--- src/rtl/pwm_decode_if.sv ---
// Signal bundle between a half-bridge PWM monitor and the host that drives it.
// The host owns the gate-drive inputs and error clear; the monitor reports counts and faults.
interface pwm_decode_if;
    logic        en;
    logic        PWM1;
    logic        PWM2;
    logic        PWM_synch;
    logic        clr_err;
    logic [10:0] hi1_cnt;
    logic [10:0] hi2_cnt;
    logic        vld;
    logic        shoot_err;
    logic        dt_err;
    logic        per_err;
    logic        fault;

    modport master (
        output en, PWM1, PWM2, PWM_synch, clr_err,
        input  hi1_cnt, hi2_cnt, vld, shoot_err, dt_err, per_err, fault
    );

    modport slave (
        input  en, PWM1, PWM2, PWM_synch, clr_err,
        output hi1_cnt, hi2_cnt, vld, shoot_err, dt_err, per_err, fault
    );
endinterface

--- src/rtl/pwm_decode.sv ---
// Half-bridge PWM monitor: measures per-period high time of both gate drives and
// flags shoot-through, short dead time and PWM_synch period errors.
module pwm_decode #(
    parameter logic [10:0] NONOVR_MIN = 11'd60,
    parameter logic [11:0] PERIOD     = 12'd2048
) (
    input  logic        clk,
    input  logic        rst,
    pwm_decode_if.slave bus
);
    typedef enum logic [1:0] {
        IDLE = 2'd0,
        ARM  = 2'd1,
        MEAS = 2'd2
    } state_t;

    state_t      state;
    logic [10:0] acc1;
    logic [10:0] acc2;
    logic [10:0] gap_cnt;
    logic [11:0] per_cnt;
    logic [10:0] hi1_cnt_p1;
    logic [10:0] hi2_cnt_p1;
    logic        vld_p1;
    logic        fault_p1;
    logic        shoot_err_p1;
    logic        dt_err_p1;
    logic        per_err_p1;
    logic        pwm1_p1;
    logic        pwm2_p1;
    logic        ovl_p1;
    logic        edge_ok;
    logic        gap_armed;
    logic        last_fell2;

    logic        active;
    logic        in_meas;
    logic        rise1;
    logic        rise2;
    logic        fall1;
    logic        fall2;
    logic        both_low;
    logic        ovl;
    logic        shoot_new;
    logic        gap_short;
    logic        dt_viol;
    logic        synch_meas;
    logic        early;
    logic        late;

    function automatic logic [10:0] sat_inc11(input logic [10:0] v);
        return (v == 11'h7FF) ? v : v + 11'd1;
    endfunction

    function automatic logic [11:0] sat_inc12(input logic [11:0] v);
        return (v == 12'hFFF) ? v : v + 12'd1;
    endfunction

    function automatic logic [10:0] acc_step(input logic [10:0] v, input logic hi);
        return hi ? sat_inc11(v) : v;
    endfunction

    always_comb begin
        active     = bus.en && (state != IDLE);
        in_meas    = active && (state == MEAS);
        // edge_ok masks the first cycle after IDLE, when the *_p1 copies are stale
        rise1      = active && edge_ok &&  bus.PWM1 && !pwm1_p1;
        rise2      = active && edge_ok &&  bus.PWM2 && !pwm2_p1;
        fall1      = active && edge_ok && !bus.PWM1 &&  pwm1_p1;
        fall2      = active && edge_ok && !bus.PWM2 &&  pwm2_p1;
        both_low   = !bus.PWM1 && !bus.PWM2;
        ovl        = active && bus.PWM1 && bus.PWM2;
        shoot_new  = ovl && !ovl_p1;
        gap_short  = gap_armed && (gap_cnt < NONOVR_MIN);
        dt_viol    = 1'b0;
        if (rise2 && ((fall1 && (NONOVR_MIN != 11'd0)) || (gap_short && !last_fell2)))
            dt_viol = 1'b1;
        if (rise1 && ((fall2 && (NONOVR_MIN != 11'd0)) || (gap_short && last_fell2)))
            dt_viol = 1'b1;
        synch_meas = in_meas && bus.PWM_synch;
        early      = synch_meas && (per_cnt != PERIOD - 12'd1);
        late       = in_meas && !bus.PWM_synch && (per_cnt == PERIOD - 12'd1);
    end

    always_ff @(posedge clk or posedge rst) begin
        if (rst) begin
            state        <= IDLE;
            acc1         <= '0;
            acc2         <= '0;
            gap_cnt      <= '0;
            per_cnt      <= '0;
            hi1_cnt_p1   <= '0;
            hi2_cnt_p1   <= '0;
            vld_p1       <= 1'b0;
            fault_p1     <= 1'b0;
            shoot_err_p1 <= 1'b0;
            dt_err_p1    <= 1'b0;
            per_err_p1   <= 1'b0;
            pwm1_p1      <= 1'b0;
            pwm2_p1      <= 1'b0;
            ovl_p1       <= 1'b0;
            edge_ok      <= 1'b0;
            gap_armed    <= 1'b0;
            last_fell2   <= 1'b0;
        end else begin
            vld_p1       <= 1'b0;
            fault_p1     <= shoot_new || dt_viol;
            // a new error in the clear cycle keeps its flag set
            shoot_err_p1 <= ovl || (shoot_err_p1 && !bus.clr_err);
            dt_err_p1    <= dt_viol || (dt_err_p1 && !bus.clr_err);
            per_err_p1   <= early || late || (per_err_p1 && !bus.clr_err);

            if (!bus.en) begin
                state      <= IDLE;
                acc1       <= '0;
                acc2       <= '0;
                per_cnt    <= '0;
                gap_cnt    <= '0;
                gap_armed  <= 1'b0;
                last_fell2 <= 1'b0;
                pwm1_p1    <= 1'b0;
                pwm2_p1    <= 1'b0;
                ovl_p1     <= 1'b0;
                edge_ok    <= 1'b0;
            end else begin
                case (state)
                    IDLE: begin
                        state   <= ARM;
                        edge_ok <= 1'b0;
                    end
                    ARM: begin
                        // first partial period is discarded: no publish, no period check
                        if (bus.PWM_synch) begin
                            state   <= MEAS;
                            acc1    <= {10'd0, bus.PWM1};
                            acc2    <= {10'd0, bus.PWM2};
                            per_cnt <= '0;
                        end
                    end
                    MEAS: begin
                        if (bus.PWM_synch) begin
                            hi1_cnt_p1 <= acc1;
                            hi2_cnt_p1 <= acc2;
                            vld_p1     <= 1'b1;
                            acc1       <= {10'd0, bus.PWM1};
                            acc2       <= {10'd0, bus.PWM2};
                            per_cnt    <= '0;
                        end else begin
                            acc1    <= acc_step(acc1, bus.PWM1);
                            acc2    <= acc_step(acc2, bus.PWM2);
                            per_cnt <= sat_inc12(per_cnt);
                        end
                    end
                    default: state <= IDLE;
                endcase

                if (state != IDLE) begin
                    pwm1_p1 <= bus.PWM1;
                    pwm2_p1 <= bus.PWM2;
                    ovl_p1  <= ovl;
                    edge_ok <= 1'b1;
                    // gap counts both-low cycles, the falling cycle itself being the first
                    if (fall1 || fall2) begin
                        gap_cnt    <= both_low ? 11'd1 : 11'd0;
                        gap_armed  <= 1'b1;
                        last_fell2 <= fall2;
                    end else if (rise1 || rise2) begin
                        gap_cnt   <= '0;
                        gap_armed <= 1'b0;
                    end else if (both_low) begin
                        gap_cnt <= sat_inc11(gap_cnt);
                    end
                end
            end
        end
    end

    assign bus.hi1_cnt   = hi1_cnt_p1;
    assign bus.hi2_cnt   = hi2_cnt_p1;
    assign bus.vld       = vld_p1;
    assign bus.fault     = fault_p1;
    assign bus.shoot_err = shoot_err_p1;
    assign bus.dt_err    = dt_err_p1;
    assign bus.per_err   = per_err_p1;
endmodule

--- src/flat_wrapper.sv ---
// flat-port wrapper written by rule: the top's interface ports become plain ports
module pwm_decode_flat 
#(
    parameter logic [10:0] NONOVR_MIN = 11'd60,
    parameter logic [11:0] PERIOD     = 12'd2048
)
  (clk, rst, bus_en, bus_PWM1, bus_PWM2, bus_PWM_synch, bus_clr_err, bus_hi1_cnt, bus_hi2_cnt, bus_vld, bus_shoot_err, bus_dt_err, bus_per_err, bus_fault);
  pwm_decode_if bus_i ();
  input  logic clk;
  input  logic rst;
  input wire logic [$bits(bus_i.en)-1:0] bus_en;
  input wire logic [$bits(bus_i.PWM1)-1:0] bus_PWM1;
  input wire logic [$bits(bus_i.PWM2)-1:0] bus_PWM2;
  input wire logic [$bits(bus_i.PWM_synch)-1:0] bus_PWM_synch;
  input wire logic [$bits(bus_i.clr_err)-1:0] bus_clr_err;
  output wire logic [$bits(bus_i.hi1_cnt)-1:0] bus_hi1_cnt;
  output wire logic [$bits(bus_i.hi2_cnt)-1:0] bus_hi2_cnt;
  output wire logic [$bits(bus_i.vld)-1:0] bus_vld;
  output wire logic [$bits(bus_i.shoot_err)-1:0] bus_shoot_err;
  output wire logic [$bits(bus_i.dt_err)-1:0] bus_dt_err;
  output wire logic [$bits(bus_i.per_err)-1:0] bus_per_err;
  output wire logic [$bits(bus_i.fault)-1:0] bus_fault;
  assign bus_i.en = bus_en;
  assign bus_i.PWM1 = bus_PWM1;
  assign bus_i.PWM2 = bus_PWM2;
  assign bus_i.PWM_synch = bus_PWM_synch;
  assign bus_i.clr_err = bus_clr_err;
  assign bus_hi1_cnt = bus_i.hi1_cnt;
  assign bus_hi2_cnt = bus_i.hi2_cnt;
  assign bus_vld = bus_i.vld;
  assign bus_shoot_err = bus_i.shoot_err;
  assign bus_dt_err = bus_i.dt_err;
  assign bus_per_err = bus_i.per_err;
  assign bus_fault = bus_i.fault;
  pwm_decode #(.NONOVR_MIN(NONOVR_MIN), .PERIOD(PERIOD)) u_core (.clk(clk), .rst(rst), .bus(bus_i));
endmodule
--- config.mk ---
export PLATFORM = sky130hd
export DESIGN_NAME = pwm_decode_flat
export DESIGN_NICKNAME = d
export VERILOG_FILES = /design/src/rtl/pwm_decode_if.sv /design/src/rtl/pwm_decode.sv /design/src/flat_wrapper.sv
export SDC_FILE = /design/constraint.sdc
export NUM_CORES = 1
export LEC_CHECK = 0
export ABC_AREA = 1
export CORE_MARGIN = 2
export CORE_UTILIZATION = 42
export DETAILED_ROUTE_END_ITERATION = 7
export DONT_BUFFER_PORTS = 1
export PLACE_DENSITY_LB_ADDON = 0.3
export SLEW_MARGIN = 30
export SYNTH_ARGS = -nofsm -noshare
export SYNTH_HDL_FRONTEND = slang
export SYNTH_SLANG_ARGS = --single-unit
--- constraint.sdc ---
create_clock -name clk -period 3.4 [get_ports clk]
set_clock_uncertainty 0.05 [all_clocks]
set_input_delay 0.68 -clock clk [delete_from_list [all_inputs] [get_ports clk]]
set_output_delay 0.68 -clock clk [all_outputs]
set_load 0.02 [all_outputs]
==> impl_metrics.yaml <==
synthesis:
  synth_seq_cells: 80
  avgSynthCellArea_um2: 7.61
  synth_edf_count: 0
  synthFlopType: "dfrtp_1"
  synth-seq-area-share: 0.459
  synth_area_leaders: "dfrtp_1, nand2_1, nand3_1"
  netlist_area_um2: 4360
  yosys.area.top_type: "dfrtp_1"
  synthesis.instances: 573
  ys_warn_count: 0
  synth_top_cell_area_share: 0.459
  synth_nets: 584
  yosysUniqueCellTypes: 36
  async_reset_ff_frac: 1.00
clock_tree:
  cts-resized-gates: 0
  tritoncts: "built"
  clkTransAtPathRegs_ps: 100
  cts_max_level: 3
  numCtsBuffers: 9
  clk_path_buf_depth: 2
  root_buffer: "clkbuf_8"
  clk_latency_ps: 360
  postCtsSetupBuffers: 0
  cts_hold_buf: 0
  clkSinkCount: 80
hold_path:
  hold_path_class: "in2async"
setup_path:
  rr_endpoint: "u_core.acc2[0]"
  end_kind: "flop"
  r2r_start: "u_core.acc2[0]"
  startpoint_type: "flop"
  cp_max_fo: 11
  crit_start: "u_core.acc2[0]"
  reg2reg_depth: 8
  crit_type: "reg2reg"
  critical_path_required_ps: 3610
  regToRegSetupSlack_ps: 1450
  cp.arrival_ps: 2160
die:
  initial_core_util: 0.428
  io_pins: 34
  dieArea_um2: 11200
  die_x_um: 106
  core_area_um2: 10200
  rows: 37
  dieHeight_um: 106
sta:
  finalCriticalPeriod_ps: 1950
  setup_viol: 0
  drv_slew: 0
  slew_headroom: 0.605
  min_period_over_period: 0.573
  tns_ps: 0
  clock.fmax_ghz: 0.514
  rsz0062_at_grt: "false"
  worst_slew_pin_slew_ps: 591
  hold_viol: 0
placed_design:
  hpwlAfterDp_um: 6930
  gp_congestion: 0.863
  io_buffers: 0
  dp.cells: 695
  placed_area_um2: 4430
grt:
  grt-ovfl-total: 0
  first_global_vias: 3553
  antenna_found_initial: 0
  grt_pass1_wl_um: 16800
  grt_max_degree: 40
  grt_usage: 0.187
layout:
  fin_nets: 581
  area_delta_synth_final_pct: 5.80
  fin_util: 0.453
  nFillCells: 1021
  layout-drive-gt1-share: 0.0765
  stdcell_count: 711
  final_area_um2: 4610
  n_antenna_cell: 0
outcome:
  status: "complete, no violations"
power:
  p_int_uw: 1310
  peakVddDrop_mv: 0.178
  switching_share: 0.307
  switching_power_uw: 579
  power_frac_clock: 0.363
  p_per_area_nw_per_um2: 409
  p_seq_frac: 0.558
  power_frac_comb: 0.079
  power_leakage_uw: 0.00220
route:
  drt_pass1_iterations: 5
  drcViolationCount: 0
  vias: 3700
  avgViaCountPerCell: 5.20
  ant_nets: 0
  totalWireLength_um: 9570
  drt-initial-drc-count: 196
  wl_per_cell_um: 13.5
job:
  maxCapViolCount: 0
==> metal layers <==
| layer | vias to the layer above | GRT usage | share of wire |
|---|---|---|---|
| li1 | 1844 | - | - |
| met1 | 1790 | 0.241 | 0.47 |
| met2 | 54 | 0.312 | 0.48 |
| met3 | 12 | 0.0288 | 0.032 |
| met4 | 0 | 0.0846 | 0.018 |
| met5 | - | 0 | 0 |
==> worst max-delay path: stages, from the launching register on <==
cell and delay (ps):
dfrtp_1 440, ha_1 210, inv_1 50, nor2_1 290, nand3_1 170, nand3_2 190
nand2_2 190, nand4_1 160, o21ai_1 80
==> worst max-delay path by stage <==
stage,endpoint,cells after the start
floorplan,u_core.acc1[0],1
global placement,u_core.bus.hi1_cnt[9],5
detailed placement,u_core.bus.hi1_cnt[4],5
CTS,u_core.acc2[0],8
global route,u_core.acc1[5],10
finish,u_core.acc2[0],8
==> power groups by stage <==
| stage | clock network (uW) | logic, uW | registers (uW) |
|---|---|---|---|
| finish | 685 | 149 | 1050 |
| floorplan | 0 | 133 | 1060 |
| global route | 744 | 174 | 1060 |
| detailed placement | 0 | 152 | 1070 |
| global placement | 0 | 147 | 1070 |
| CTS | 703 | 152 | 1050 |
==> cells in the mapped netlist, types with 2 or more instances <==
cell / instances
nand2_2: 5
inv_2: 3
nand3b_1: 4
a21oi_1: 7
nand2_4: 2
clkbuf_1: 2
nand3_4: 2
dfrtp_1: 80
inv_1: 70
xor2_1: 6
ha_1: 4
nor3_1: 7
nand3_2: 3
nand4_1: 17
o21ai_1: 11
nor2_1: 59
nand2_1: 152
buf_4: 4
buf_2: 4
nand3_1: 78
nor2_4: 2
buf_6: 5
o21ai_2: 6
o21ai_0: 28
==> flip-flops by register name (all words and copies together), names as in the netlist <==
signal,count
u_core.per_cnt,12
u_core.bus.hi2_cnt,11
u_core.acc1,11
u_core.bus.per_err,1
u_core.state,2
u_core.gap_cnt,11
u_core.last_fell2,1
u_core.ovl_p1,1
u_core.bus.shoot_err,1
u_core.gap_armed,1
u_core.edge_ok,1
u_core.bus.fault,1
u_core.pwm1_p1,1
u_core.bus.dt_err,1
u_core.pwm2_p1,1
u_core.acc2,11
u_core.bus.hi1_cnt,11
u_core.bus.vld,1
==> area by class of cell <==
class                      instances  area [um^2]  share of cell area
clock buffer                       9          124              0.0269
clock inverter                     7         60.1              0.0130
inverter                          74          279              0.0605
multi-input combinational        403         1960               0.426
sequential                        80         2000               0.434
tap                              136          170              0.0369
timing repair buffer               2         15.0             0.00325
==> metrics by stage <==
stage | setup WS [ps] | hold slack [ps] | total power [uW]
final | 1450 | 109 | 1890
after global routing | 1270 | 138 | 1980
after CTS | 1470 | 116 | 1910
after detailed placement | 1280 | 420 | 1220
after global placement | 1380 | 417 | 1220
after floorplan | 618 | 392 | 1190
==> cells in the final DEF (no fill, tap or decap), drive strengths merged <==
master    count
clkbuf        9
o22ai         1
buf           2
o21bai        1
dfrtp        80
inv          78
nand3b        4
nand3        83
a211oi        1
a22oi         1
nand4        17
a21oi         7
clkinv        2
xnor2         1
ha            4
nor3          8
a21o          1
o21ai        45
nor3b         1
o211ai        1
clkinvlp      1
xor2          6
nor2         62
nand2       159
==> cell families after synthesis <==
kind of cell,after synthesis,synth area share
AO/OA/AOI/OAI,58,0.0749
XOR/XNOR,7,0.0141
adder cells (fa/ha/maj),4,0.0115
buffers and inverters,90,0.0907
flip-flops,80,0.459
AND/OR/NAND/NOR,334,0.350
(Power assumes the default switching activity.)
